### src/rtl/owire_pkg.sv
// Shared types and constants for the 1-Wire slave command receiver.
package owire_pkg;

   typedef enum logic [2:0] {
      ST_IDLE,
      ST_PRES_WAIT,
      ST_PRESENCE,
      ST_CMD_IDLE,
      ST_CMD_SLOT,
      ST_DECODE,
      ST_SEND_ROM
   } state_t;

   localparam logic [7:0] CMD_READ_ROM   = 8'h33;
   localparam logic [7:0] CMD_SKIP_ROM   = 8'hCC;
   localparam logic [7:0] CMD_MATCH_ROM  = 8'h55;
   localparam logic [7:0] CMD_SEARCH_ROM = 8'hF0;

   // Default bus timing, in clock cycles (1 cycle = 1 us)
   localparam int DEF_RESET_MIN = 480;
   localparam int DEF_PRES_WAIT = 30;
   localparam int DEF_PRES_LEN  = 120;
   localparam int DEF_SAMPLE_PT = 15;
   localparam int DEF_CNT_W     = 10;

endpackage

### src/rtl/owire_bus_sync.sv
// Two-flop synchroniser for the raw 1-Wire line plus edge pulses.
// All flops reset to 1 so an idle (high) bus produces no spurious edge.
module owire_bus_sync (
   input  logic clk,
   input  logic rst,
   input  logic bus,
   output logic bus_s,
   output logic rise,
   output logic fall
);

   logic meta;
   logic bus_s_prev;

   // Synchroniser chain and one-cycle history for edge detection
   always_ff @(posedge clk or posedge rst) begin
      if (rst) begin
         meta       <= 1'b1;
         bus_s      <= 1'b1;
         bus_s_prev <= 1'b1;
      end else begin
         meta       <= bus;
         bus_s      <= meta;
         bus_s_prev <= bus_s;
      end
   end

   assign fall = bus_s_prev & ~bus_s;
   assign rise = ~bus_s_prev & bus_s;

endmodule

### src/rtl/owire_slave_cmd_rx.sv
// 1-Wire slave front end: reset detect, presence pulse, ROM command
// receive (LSB first) and hand-off to the ROM sender on READ ROM.
module owire_slave_cmd_rx
   import owire_pkg::*;
#(
   parameter int RESET_MIN = DEF_RESET_MIN,
   parameter int PRES_WAIT = DEF_PRES_WAIT,
   parameter int PRES_LEN  = DEF_PRES_LEN,   // must be >= 2
   parameter int SAMPLE_PT = DEF_SAMPLE_PT,
   parameter int CNT_W     = DEF_CNT_W
)(
   input  logic       clk,
   input  logic       rst,
   input  logic       bus,
   output logic       slave_pull_low,
   output logic       en_rom_sender,
   input  logic       done_sending_rom,
   output logic [7:0] cmd_byte,
   output logic       cmd_valid,
   output logic       presence_done,
   output logic       unsupported_cmd
);

   logic             bus_s;
   logic             rise;
   logic             fall;
   state_t           state;
   logic [CNT_W-1:0] cnt;
   logic [CNT_W-1:0] low_cnt;
   logic [7:0]       shift;
   logic [3:0]       bit_cnt;
   logic             sampled;
   logic             reset_det;
   logic             in_presence;

   owire_bus_sync u_sync (
      .clk   (clk),
      .rst   (rst),
      .bus   (bus),
      .bus_s (bus_s),
      .rise  (rise),
      .fall  (fall)
   );

   // Our own presence pulse must never be mistaken for a master reset
   assign in_presence = (state == ST_PRES_WAIT) || (state == ST_PRESENCE);
   assign reset_det   = rise && !in_presence && (low_cnt >= CNT_W'(RESET_MIN));

   // Length of the current low period, saturating at the reset threshold
   always_ff @(posedge clk or posedge rst) begin
      if (rst)
         low_cnt <= '0;
      else if (in_presence || bus_s)
         low_cnt <= '0;
      else if (low_cnt != CNT_W'(RESET_MIN))
         low_cnt <= low_cnt + 1'b1;
   end

   // Main FSM; reset detect overrides every state's own transition
   always_ff @(posedge clk or posedge rst) begin
      if (rst) begin
         state           <= ST_IDLE;
         cnt             <= '0;
         shift           <= '0;
         bit_cnt         <= '0;
         sampled         <= 1'b0;
         slave_pull_low  <= 1'b0;
         en_rom_sender   <= 1'b0;
         cmd_byte        <= '0;
         cmd_valid       <= 1'b0;
         presence_done   <= 1'b0;
         unsupported_cmd <= 1'b0;
      end else begin
         cmd_valid       <= 1'b0;
         presence_done   <= 1'b0;
         unsupported_cmd <= 1'b0;
         if (reset_det) begin
            state          <= ST_PRES_WAIT;
            cnt            <= '0;
            shift          <= '0;
            bit_cnt        <= '0;
            sampled        <= 1'b0;
            slave_pull_low <= 1'b0;
            en_rom_sender  <= 1'b0;
         end else begin
            case (state)
               ST_IDLE: ;
               ST_PRES_WAIT: begin
                  if (cnt == CNT_W'(PRES_WAIT - 1)) begin
                     state          <= ST_PRESENCE;
                     cnt            <= '0;
                     slave_pull_low <= 1'b1;
                  end else begin
                     cnt <= cnt + 1'b1;
                  end
               end
               ST_PRESENCE: begin
                  cnt <= cnt + 1'b1;
                  // Look one cycle ahead so the pulse lands on the last pull-low cycle
                  if (cnt == CNT_W'(PRES_LEN - 2))
                     presence_done <= 1'b1;
                  if (cnt == CNT_W'(PRES_LEN - 1)) begin
                     state          <= ST_CMD_IDLE;
                     cnt            <= '0;
                     slave_pull_low <= 1'b0;
                  end
               end
               ST_CMD_IDLE: begin
                  if (fall) begin
                     state   <= ST_CMD_SLOT;
                     cnt     <= CNT_W'(1);
                     sampled <= 1'b0;
                  end
               end
               ST_CMD_SLOT: begin
                  if (cnt != '1)
                     cnt <= cnt + 1'b1;
                  if (!sampled) begin
                     // An early release means the master wrote a 1
                     if (bus_s || cnt == CNT_W'(SAMPLE_PT)) begin
                        shift[bit_cnt[2:0]] <= bus_s;
                        bit_cnt             <= bit_cnt + 1'b1;
                        sampled             <= 1'b1;
                     end
                  end else if (bus_s) begin
                     if (bit_cnt == 4'd8) begin
                        state           <= ST_DECODE;
                        cmd_byte        <= shift;
                        cmd_valid       <= 1'b1;
                        unsupported_cmd <= (shift != CMD_READ_ROM);
                     end else begin
                        state <= ST_CMD_IDLE;
                     end
                  end
               end
               ST_DECODE: begin
                  shift   <= '0;
                  bit_cnt <= '0;
                  if (cmd_byte == CMD_READ_ROM) begin
                     state         <= ST_SEND_ROM;
                     en_rom_sender <= 1'b1;
                  end else begin
                     state <= ST_IDLE;
                  end
               end
               ST_SEND_ROM: begin
                  if (done_sending_rom) begin
                     state         <= ST_IDLE;
                     en_rom_sender <= 1'b0;
                  end
               end
               default: state <= ST_IDLE;
            endcase
         end
      end
   end

endmodule

### config.mk
export PLATFORM = sky130hd
export DESIGN_NAME = owire_slave_cmd_rx
export DESIGN_NICKNAME = d
export VERILOG_FILES = /design/src/rtl/owire_pkg.sv /design/src/rtl/owire_bus_sync.sv /design/src/rtl/owire_slave_cmd_rx.sv
export SDC_FILE = /design/constraint.sdc
export NUM_CORES = 1
export LEC_CHECK = 0
export BUFFER_PORTS_ARGS = -buffer_cell sky130_fd_sc_hd__buf_4
export CAP_MARGIN = 20
export CORE_MARGIN = 2
export CORE_UTILIZATION = 25
export DETAILED_ROUTE_END_ITERATION = 12
export SLEW_MARGIN = 5
export SYNTH_ARGS = -nofsm -noshare
export SYNTH_HDL_FRONTEND = slang
export SYNTH_SLANG_ARGS = --single-unit
### constraint.sdc
create_clock -name clk -period 2.4 [get_ports clk]
set_input_delay 0.24 -clock clk [delete_from_list [all_inputs] [get_ports clk]]
set_output_delay 0.24 -clock clk [all_outputs]
set_load 0.02 [all_outputs]
Word level (Yosys, flattened, before mapping)
Cells that the tools add are included.
Widths: inputs -> output; s select.
Word-level totals
  register bits after elaboration: 52
  bits of input ports: 4
  output and inout bits: 13
  logic and storage cells: 128
Cells by class
  add/subtract/negate cells: 3
  magnitude comparators: 3
  equality and inequality tests: 26
  muxes and demuxes: 55
  bitwise operators: 5
  reduce and logical (&&, ||, !) cells: 21
Operator list (number)
  $mux 10: 7
  $pmux 10 s4: 1
  $mux 3: 9
  $mux 1: 24
  $mux 8: 3
  $ne 3x3->1 const B: 7
  $pmux 3 s7: 1
  $add 10x1->10 const B: 2
  $eq 10x7->1 const B: 2
  $pmux 8 s2: 1
  $mux 4: 3
  $reduce_and 3->1: 4
  $reduce_bool 3->1: 4
  $eq 10x4->1 const B: 1
  $eq 10x5->1 const B: 1
  $ge 10x9->1 const B: 1
  $ne 10x10->1 const B: 1
  $ne 10x9->1 const B: 1
  $eq 3x3->1 const B: 3
  $ne 3x2->1 const B: 3
  $bwmux 8: 1
  $eq 8x6->1 const B: 1
  $ne 8x6->1 const B: 1
  $pmux 4 s2: 1
  20 further kinds: 30

Logic depth before layout (Yosys ltp)
Gate-level depths: netlist of the first run.
  word-level depth: 9
  mapped depth: 7
  gate-level depth less buffers: 7

Modules after synthesis
From an unflattened synthesis of the first run, not the netlist that was laid out.
Second synthesis, totals
  cell total of the unflattened synthesis: 318
  area total of the unflattened synthesis: 2991.6 µm²
Modules (own cells, without submodules)
  owire_slave_cmd_rx: times used 1, cells each 312, area an instance 2894.0 µm², seq. area each 1226.2 µm²
  owire_bus_sync: times used 1, cells each 6, area an instance 97.6 µm², seq. area each 78.8 µm²

Worst setup path before layout of the first run
Ideal clock, no wire load.
  path type: register -> register
  start: reg cnt[0]
  end: reg shift[5]
  library setup time: 78 ps
  data arrival time: 2045 ps
  required time: 2322 ps
  slack: 277 ps
  cell stages (with the launch flop): 8
  path buffers: 0
  clock period less this slack: 2123 ps
  path through: dfrtp_1 ha_1 nand4b_1 o41ai_4 a21oi_2 nand2b_4 or4_1 a21oi_1
Between the ends
  cells in the longest elaborated chain, start to end: 4
Ends and longest elaborated chain
  from (decl): line owire_slave_cmd_rx.sv:28  | logic [CNT_W-1:0] cnt;
  from (signal assigned): line owire_slave_cmd_rx.sv:94  | cnt <= cnt + 1'b1;
  from (signal assigned): line owire_slave_cmd_rx.sv:98  | cnt <= cnt + 1'b1;
  from (signal assigned): line owire_slave_cmd_rx.sv:117  | cnt <= cnt + 1'b1;
  $eq 10x4->1: line owire_slave_cmd_rx.sv:120  | if (bus_s || cnt == CNT_W'(SAMPLE_PT)) begin
  $logic_or 1x1->1: line owire_slave_cmd_rx.sv:120
  $ne 3x3->1 (no source line)
  $reduce_and 3->1 (no source line)
  to (signal, indexed assignment): line owire_slave_cmd_rx.sv:121  | shift[bit_cnt[2:0]] <= bus_s;
  to (decl): line owire_slave_cmd_rx.sv:30  | logic [7:0] shift;
No other way between the ends.
A chain may end at the register's enable or synchronous reset.

Final worst setup path of the first run
  start: reg cnt[9]
  end: reg cnt[6]
Between the ends
  cells in the longest elaborated chain, start to end: 4
  elaborated cells on any way between the ends: 9
  classes of those cells: 4 x eq/ne; 4 x mux; 1 x reduce/logical
Ends and longest elaborated chain
  $eq 10x7->1 or $eq 10x5->1 (tied branches): line owire_slave_cmd_rx.sv:102, owire_slave_cmd_rx.sv:89
  $mux 10, on equally long branches: line owire_slave_cmd_rx.sv:102, owire_slave_cmd_rx.sv:89
  $pmux 10 s4: line owire_slave_cmd_rx.sv:86  | case (state)
  $mux 10: line owire_slave_cmd_rx.sv:77  | if (reset_det) begin
Several ways; a longest one is shown, not always the timed one.

==> results.yml, run 1 <==
setup_path:
  reg2reg_from: "cnt[9]"
  reg2reg_slack_ps: 100
  crit_arrival_ps: 2480
  crit_fanout: 8
  worstSetupEndpoint: "cnt[6]"
  reg2reg_depth: 6
  start_kind: "flop"
  cp.required_ps: 2580
  setup.worst_path.class: "reg2reg"
  startpoint: "cnt[9]"
  timing.rr.end: "cnt[6]"
  endpoint_kind: "flop"
floorplan:
  start_util_pct: 25.5
  die_area_um2: 12500
  die_x_um: 112
  core_um2: 11400
  pin_count: 17
  die_h_um: 112
  num_rows: 39
grt:
  top_usage_layer: "met2"
  grt_max_degree: 53
  grt_pass1_wl_mm: 11.6
  grtUsageMet1_pct: 15.0
  antenna_found_initial: 0
  grt_usage_pct: 11.4
  gr-usage-met2_pct: 18.9
  grt_overflow: 0
  grt.met3_usage_pct: 1.96
  grt_pass1_vias: 2350
synthesis:
  synth_area_um2: 2900
  avgSynthCellArea_um2: 9.42
  synth_top_family_by_area: "simple AND/OR/NAND/NOR gates"
  synth_ff_type: "dfrtp_1"
  synth_cells: 308
  syn-num-nets: 319
  synth_xor_area_share_pct: 3.32
  async_reset_ff_share_pct: 100
  seq_area_frac_synth_pct: 45.0
  ys_ff_latch: 52
  synth-simple-area-share_pct: 24.2
  synth_compound_gate_area_share_pct: 17.1
  ys_types: 59
  synthMuxAreaShare_pct: 4.57
  synth-edff-count: 0
  synth_adder_area_share_pct: 3.02
  yosys_warnings: 0
final_layout:
  drive_gt1_share_pct: 17.6
  antenna_cells: 0
  fin_cells: 479
  fillCellCount: 1174
  syn_to_final_growth_pct: 18.5
  layout.nets: 346
  final_cell_mix: "48 x dfrtp_1, 33 x nor2_1, 29 x buf_4, 22 x nand2_1, 22 x o21ai_0"
  layout_commonest_cell: "dfrtp_1"
sta:
  finalSetupTns_ps: 0
  setup_viol: 0
  skew_ps: 5.29
  fin_crit_sh_pct: 95.6
  slew_headroom_pct: 53.1
  hold_viol_final: 0
  final_max_slew_viol_count: 0
  max_freq_mhz: 436
  final.setup.worst_slack_ps: 105
  tightest_slew_ps: 700
  rsz0062_at_grt: "no"
  period_needed_ps: 2300
clock_tree:
  cts_tree: "done"
  cts.path.max_buffers: 2
  clkSinkCount: 52
  cts_made_buffers: 5
  cts_setup_buffers: 0
  cts_max_level: 2
  clk_pin_slew_ps: 70
  holdBufCountCts: 0
  cts-root-buf: "clkbuf_16"
  insertion_delay_ps: 300
  cts_resized: 0
placed_design:
  place.port_buffers: 16
  place_ws_ps: 127
  place_hpwl_mm: 4.90
  dp_cells: 471
  gp_congestion: 0.857
routing:
  drt_iter0_markers: 102
  via_per_inst: 5.06
  drt-pass1-iter-count: 5
  num_vias: 2423
  ant_nets: 0
  drc_errors: 0
  drt-total-wl_mm: 6.73
  wl_per_cell_um: 14.0
job:
  drv_cap: 0
hold_path:
  hp-class: "in2reg"
power_and_ir_drop:
  vdd_drop_max_mv: 0.363
  p_leak_nw: 1.44
  power_density_nw_per_um2: 519
outcome:
  status: "finished clean"
-- kinds of logic (layout without fill, tap and decap cells) --
| family | after synthesis | count (layout) |
|---|---|---|
| xor gates and xnor gates | 11 | 11 |
| adders and majority gates | 7 | 7 |
| DFF | 52 | 52 |
| muxes | 12 | 12 |
| and+or+nand+nor | 129 | 129 |
| AOI/OAI and AO/OA | 75 | 75 |
| buffers and inverters | 22 | 50 |
-- synthesized netlist by cell type, types with 2 or more instances --
| master | instances | area (um^2) |
|---|---|---|
| dfrtp_1 | 49 | 1230 |
| nor2_1 | 33 | 124 |
| nand2_1 | 22 | 82.6 |
| o21ai_0 | 22 | 110 |
| a21oi_1 | 19 | 95.1 |
| nand3_1 | 15 | 75.1 |
| inv_1 | 12 | 45.0 |
| nand2b_1 | 10 | 62.6 |
| or3_1 | 10 | 62.6 |
| mux2_2 | 8 | 90.1 |
| clkbuf_1 | 7 | 26.3 |
| ha_1 | 7 | 87.6 |
| nor3_1 | 7 | 35.0 |
| xnor2_1 | 6 | 52.6 |
| nor2b_1 | 5 | 31.3 |
| xor2_1 | 5 | 43.8 |
| a22o_1 | 4 | 35.0 |
| and3_1 | 4 | 25.0 |
| nand4_1 | 4 | 25.0 |
| o22ai_1 | 4 | 25.0 |
| o31ai_1 | 4 | 30.0 |
| dfstp_2 | 3 | 78.8 |
| nor4_1 | 3 | 18.8 |
| o21ai_1 | 3 | 15.0 |
| a22oi_1 | 2 | 15.0 |
| a32o_1 | 2 | 20.0 |
| and4_1 | 2 | 17.5 |
| buf_1 | 2 | 7.51 |
| mux2_1 | 2 | 22.5 |
| mux2i_1 | 2 | 20.0 |
| o2bb2ai_1 | 2 | 17.5 |
-- metrics by stage --
stage	instance area (um^2)	utilization (%)	power (mW)	hold WS, ps
2_1_floorplan	2900	-	0.944	244
3_3_place_gp	3260	28.7	0.964	350
3_5_place_dp	3260	28.7	0.965	349
4_1_cts	3440	30.2	1.81	49.4
5_1_grt	3440	30.2	1.84	46.2
6_report	3440	30.2	1.78	50.2
-- state kept, by name, summed over array words and instances (netlist names) --
name	flops
cnt	10
low_cnt	10
cmd_byte	8
shift	8
bit_cnt	4
state	3
cmd_valid	1
en_rom_sender	1
presence_done	1
sampled	1
slave_pull_low	1
u_sync.bus_s	1
u_sync.bus_s_prev	1
u_sync.meta	1
unsupported_cmd	1
-- worst min-delay path by stage --
stage | start | end | slack (ps) | cells after the start
2_1_floorplan | bus | u_sync.meta | 240 | 0
3_3_place_gp | u_sync.meta | u_sync.bus_s | 350 | 0
3_5_place_dp | u_sync.meta | u_sync.bus_s | 350 | 0
4_1_cts | bus | u_sync.meta | 50 | 1
5_1_grt | bus | u_sync.meta | 50 | 1
6_report | bus | u_sync.meta | 50 | 1
-- final cells by class --
cell class                      count  area [um^2]  share of cell area [%]
Clock buffer                        5          125                    3.64
Clock inverter                      3         46.3                    1.35
Inverter                           13         48.8                    1.42
Multi-Input combinational cell    234         1510                    44.0
Sequential cell                    52         1310                    38.0
Tap cell                          143          179                    5.21
Timing Repair Buffer               29          218                    6.33
-- where the power goes --
group / leakage, nW / total (mW) / internal [mW] / switching, mW
sequential: 0.707 / 0.891 / 0.884 / 0.00668
clock: 0.0804 / 0.837 / 0.496 / 0.341
combinational: 0.651 / 0.0543 / 0.0189 / 0.0354
total: 1.44 / 1.78 / 1.40 / 0.383
-- per-layer routing --
metal / part of all wire (%) / routed length (um)
met5: 0 / 0
met1: 47 / 3180
met2: 48 / 3220
met4: 1.5 / 99
met3: 3.5 / 234
-- worst max-delay path, stage by stage (launching register included) --
cell and delay [ps]:
dfrtp_1 420, or3_4 430, or4_4 550, nand2_1 110
nand3_2 170, and3_1 250, a221o_1 250
Note: power is estimated with default switching activity, not from simulation.
==> inputs of run 2 (changes only) <==
Settings changed: CORE_UTILIZATION 25 to 40.
==> run 2 against run 1 <==
Net effect:
- flip-flop and latch count unchanged
- clock power down 33%
- critical endpoint is now shift[5]
- critical path depth unchanged
- fmax up 2.3%
- global-route usage up 6.4 points
- worst hold slack worse by 9.6 ps
- power down 15%
==> results.yml, run 2 (synthesis gave the netlist of run 1 again) <==
outcome:
  status: "finished clean"
routing:
  drt-total-wl_mm: 6.32
  wl_per_cell_um: 14.4
  via_per_inst: 5.37
  drt-pass1-iter-count: 4
  ant_nets: 0
  drc_errors: 0
  drt_iter0_markers: 72
  num_vias: 2353
grt:
  grt_pass1_wl_mm: 10.9
  grt_usage_pct: 17.8
  grt_overflow: 0
  grt_pass1_vias: 2233
  antenna_found_initial: 0
  grt_max_degree: 38
sta:
  fin_crit_sh_pct: 93.5
  rsz0062_at_grt: "no"
  final_max_slew_viol_count: 0
  period_needed_ps: 2240
  max_freq_mhz: 446
  finalSetupTns_ps: 0
  slew_headroom_pct: 50.9
  skew_ps: 7.57
  hold_viol_final: 0
  setup_viol: 0
  final.setup.worst_slack_ps: 157
  tightest_slew_ps: 736
floorplan:
  start_util_pct: 40.7
  die_h_um: 89.2
  pin_count: 17
  die_area_um2: 7950
  die_x_um: 89.2
  num_rows: 31
  core_um2: 7140
clock_tree:
  cts_made_buffers: 5
  insertion_delay_ps: 320
  cts_tree: "done"
  cts-root-buf: "clkbuf_8"
  cts_max_level: 2
  cts_setup_buffers: 0
  clk_pin_slew_ps: 110
  cts.path.max_buffers: 2
  clkSinkCount: 52
power_and_ir_drop:
  p_seq_share_pct: 59.2
  pwr-share-clk_pct: 37.1
  combPwrFrac_pct: 3.7
  p_sw_share_pct: 25.2
  p_leak_nw: 1.42
  p_int_mw: 1.13
  power_density_nw_per_um2: 452
  vdd_drop_max_mv: 0.226
  switching_power_uw: 380
setup_path:
  crit_arrival_ps: 2500
  setup.worst_path.class: "reg2reg"
  start_kind: "flop"
  reg2reg_from: "cnt[9]"
  crit_fanout: 9
  cp.required_ps: 2650
  startpoint: "cnt[9]"
  endpoint_kind: "flop"
placed_design:
  place.port_buffers: 16
  gp_congestion: 0.868
  place_hpwl_mm: 4.70
  place_ws_ps: 173
hold_path:
  hp-class: "in2async"
final_layout:
  antenna_cells: 0
  syn_to_final_growth_pct: 14.9
  final_cell_mix: "48 x dfrtp_1, 33 x nor2_1, 31 x buf_4, 22 x nand2_1, 22 x o21ai_0"
  drive_gt1_share_pct: 18.0
  layout.nets: 349
  layout_commonest_cell: "dfrtp_1"
  reg_top3: "cnt (10), low_cnt (10)"
  fillCellCount: 691
job:
  drv_cap: 0
run 2: cell count changes in the layout (fill, tap and decap cells not counted), sizes merged:
cell         before  now
buf              29   31
inv              13   15
bufinv            1    0
clkinvlp          1    0
dlygate4sd3       0    1
run 2: what timing repair did:
| action | 4_1_cts | 5_1_grt |
|---|---|---|
| gates resized for setup | 0 | 1 |
| setup endpoints to repair | 0 | 1 |
| hold endpoints to repair | 0 | 1 |
| hold buffers | 0 | 1 |
run 2: power groups by stage:
| stage | logic, mW | clock network (mW) | registers (mW) |
|---|---|---|---|
| detailed placement | 0.0574 | 0 | 0.909 |
| global route | 0.0668 | 0.614 | 0.894 |
| CTS | 0.0575 | 0.576 | 0.892 |
| global placement | 0.0559 | 0 | 0.909 |
| finish | 0.0564 | 0.558 | 0.892 |
| floorplan | 0.0365 | 0 | 0.907 |
run 2: critical path, stage by stage (launching register included):
cell and delay (ps):
dfrtp_1 430, or3_4 420, o41ai_4 340, a21oi_2 180, nand2b_4 210, or4_1 470
a21oi_1 130
run 2: routing by layer:
metal / wire, um / up-vias / global-route usage [%]
li1: - / 1173 / -
met1: 2990 / 1121 / 25.2
met2: 3000 / 52 / 27.8
met3: 247 / 7 / 3.05
met4: 85 / 0 / 5.70
met5: 0 / - / 0
run 2: worst paths after layout:
check / end / slack (ps) / cells after the start
setup / recovery: shift[5] / 160 / 6
hold / removal: cmd_byte[6] / 40 / 2
setup reg to reg: shift[5] / 160 / 6
hold reg to reg: u_sync.bus_s / 360 / 0
max in group asynchronous: cnt[1] / 1740 / 3
min in group clk: en_rom_sender / 250 / 4
run 2: cell type report:
type | count | area [um^2] | share of cell area (%)
Multi-Input combinational cell | 234 | 1510 | 45.4
Sequential cell | 52 | 1310 | 39.2
Timing Repair Buffer | 32 | 243 | 7.28
Tap cell | 99 | 124 | 3.72
Clock buffer | 5 | 68.8 | 2.06
Inverter | 13 | 48.8 | 1.46
Clock inverter | 3 | 28.8 | 0.863
run 2: stage by stage:
stage	hold WS (ps)	power (mW)	util, %	instance area, um^2	cells
2_1_floorplan	244	0.944	-	2900	308
3_3_place_gp	347	0.965	45.2	3220	429
3_5_place_dp	349	0.966	45.2	3220	429
4_1_cts	8.92	1.53	46.5	3320	437
5_1_grt	104	1.57	46.7	3330	438
6_report	40.7	1.51	46.7	3330	438
==> inputs of run 3 (changes only) <==
Settings changed: SETUP_SLACK_MARGIN from default to 0.3.
==> run 3 against run 2 <==
Net effect:
- via count grew 5.2%
- utilization grew 4.4 points
- global-route usage grew 0.87 points
- final area grew 9.4%
- flip-flop and latch count is the same
- clock power grew 12%
- critical path depth is the same
- final cell count grew 4.1%
- non-clock buffer count grew 18
- largest cell class unchanged
==> results.yml, run 3 (synthesis gave the netlist of run 1 again) <==
placed_design:
  place.port_buffers: 16
  place_hpwl_mm: 4.89
  gp_congestion: 0.915
setup_path:
  endpoint_kind: "flop"
  cp_slowest_cell: "or4_4"
  setup.worst_path.class: "reg2reg"
  crit_arrival_ps: 2410
  crit_fanout: 7
  start_kind: "flop"
  cp_cell_sequence: "or3_4 -> o41ai_4 -> a21oi_4 -> nand2b_4 -> or4_4 -> a21oi_2"
  startpoint: "cnt[9]"
  slowest_delay_ps: 480
  reg2reg_from: "cnt[9]"
  cp.required_ps: 2650
clock_tree:
  insertion_delay_ps: 310
  cts_made_buffers: 5
  cts.path.max_buffers: 2
  cts-root-buf: "clkbuf_8"
  cts_tree: "done"
  clk_pin_slew_ps: 100
  cts_max_level: 2
  clkSinkCount: 52
floorplan:
  start_util_pct: 40.7
  pin_count: 17
  die_x_um: 89.2
  die_h_um: 89.2
  num_rows: 31
  core_um2: 7140
  die_area_um2: 7950
final_layout:
  layout.nets: 367
  syn_to_final_growth_pct: 25.7
  drive_gt1_share_pct: 29.1
  finish.utilization_pct: 51.1
  final_cell_mix: "48 x buf_4, 45 x dfrtp_1, 33 x nor2_1, 19 x nand2_1"
  fillCellCount: 685
  antenna_cells: 0
  reg_top3: "cnt (10), low_cnt (10)"
  layout_commonest_cell: "buf_4"
sta:
  slew_headroom_pct: 55.3
  fin_crit_sh_pct: 89.8
  tightest_slew_ps: 666
  rsz0062_at_grt: "yes"
  period_needed_ps: 2150
  max_freq_mhz: 464
  setup_viol: 0
  skew_ps: 9.47
  final_max_slew_viol_count: 0
  finalSetupTns_ps: 0
  hold_viol_final: 0
job:
  drv_cap: 0
power_and_ir_drop:
  power_density_nw_per_um2: 434
  p_leak_nw: 1.55
  vdd_drop_max_mv: 0.310
routing:
  drt-total-wl_mm: 6.97
  drt_iter0_markers: 125
  drt-pass1-iter-count: 4
  wl_per_cell_um: 15.3
  drc_errors: 0
  via_per_inst: 5.43
  num_vias: 2475
  ant_nets: 0
grt:
  grt_pass1_wl_mm: 11.6
  antenna_found_initial: 0
  grt_usage_pct: 18.7
  grt_max_degree: 26
  grt_overflow: 0
  grt_pass1_vias: 2334
hold_path:
  hp-start: "bus"
  hp-class: "in2reg"
outcome:
  status: "finished clean"
[run 3: cell count changes in the layout (fill, tap and decap cells not counted), sizes merged]
cell    previous run  this run
bufinv             0         1
inv               15        13
clkbuf             5         6
buf               31        49
[run 3: report_power, final]
group	leakage [nW]	total (mW)	switching, mW	internal [mW]
Sequential	0.702	0.891	0.00679	0.884
Combinational	0.788	0.0662	0.0396	0.0266
Clock	0.0558	0.627	0.311	0.316
Total	1.55	1.58	0.358	1.23
[run 3: timing repair]
action	4_1_cts	5_1_grt
setup endpoints to repair	14	27
hold buffers	1	0
gates resized for setup	6	35
pin swaps	3	14
buffers inserted	9	8
cloned	0	0
hold endpoints to repair	9	0
[run 3: final cells by class]
type	count	area, um^2	share of cell area (%)
multi-input cells	234	1670	45.8
flip-flops and latches	52	1310	35.9
repair buffers	50	382	10.5
well taps	99	124	3.40
clock buffers	6	72.6	1.99
inverters	13	48.8	1.34
clock inverters	2	38.8	1.06
[run 3: routing by layer]
layer	GRT usage (%)	up-vias	wire [um]
met5	0	-	0
met4	4.21	0	101
met3	3.79	10	251
met2	31.6	54	3460
met1	24.7	1193	3160
li1	-	1218	-
[run 3: critical path: cells and delay by family, from the launching register on]
kind	cells	cell delay, ps
compound gates	3	630
flops	1	390
simple gates	3	1080
[run 3: path summary, 6_finish.rpt]
| kind | to | cells after the start | slack (ps) |
|---|---|---|---|
| max | shift[5] | 6 | 250 |
| min | u_sync.meta | 1 | 30 |
| max reg2reg | shift[5] | 6 | 250 |
| min reg2reg | u_sync.bus_s | 0 | 360 |
| max in group asynchronous | u_sync.bus_s | 4 | 1340 |
| min in group asynchronous | cmd_byte[6] | 3 | 410 |
[run 3: stage by stage]
stage	instance area (um^2)	power, mW	std cells	setup WS (ps)	hold slack (ps)
4_1_cts	3450	1.59	448	274	19.6
3_3_place_gp	3240	0.966	430	213	201
6_report	3650	1.58	456	245	29.3
5_1_grt	3650	1.64	456	151	12.7
2_1_floorplan	2910	0.944	308	305	244
3_5_place_dp	3240	0.967	430	146	203
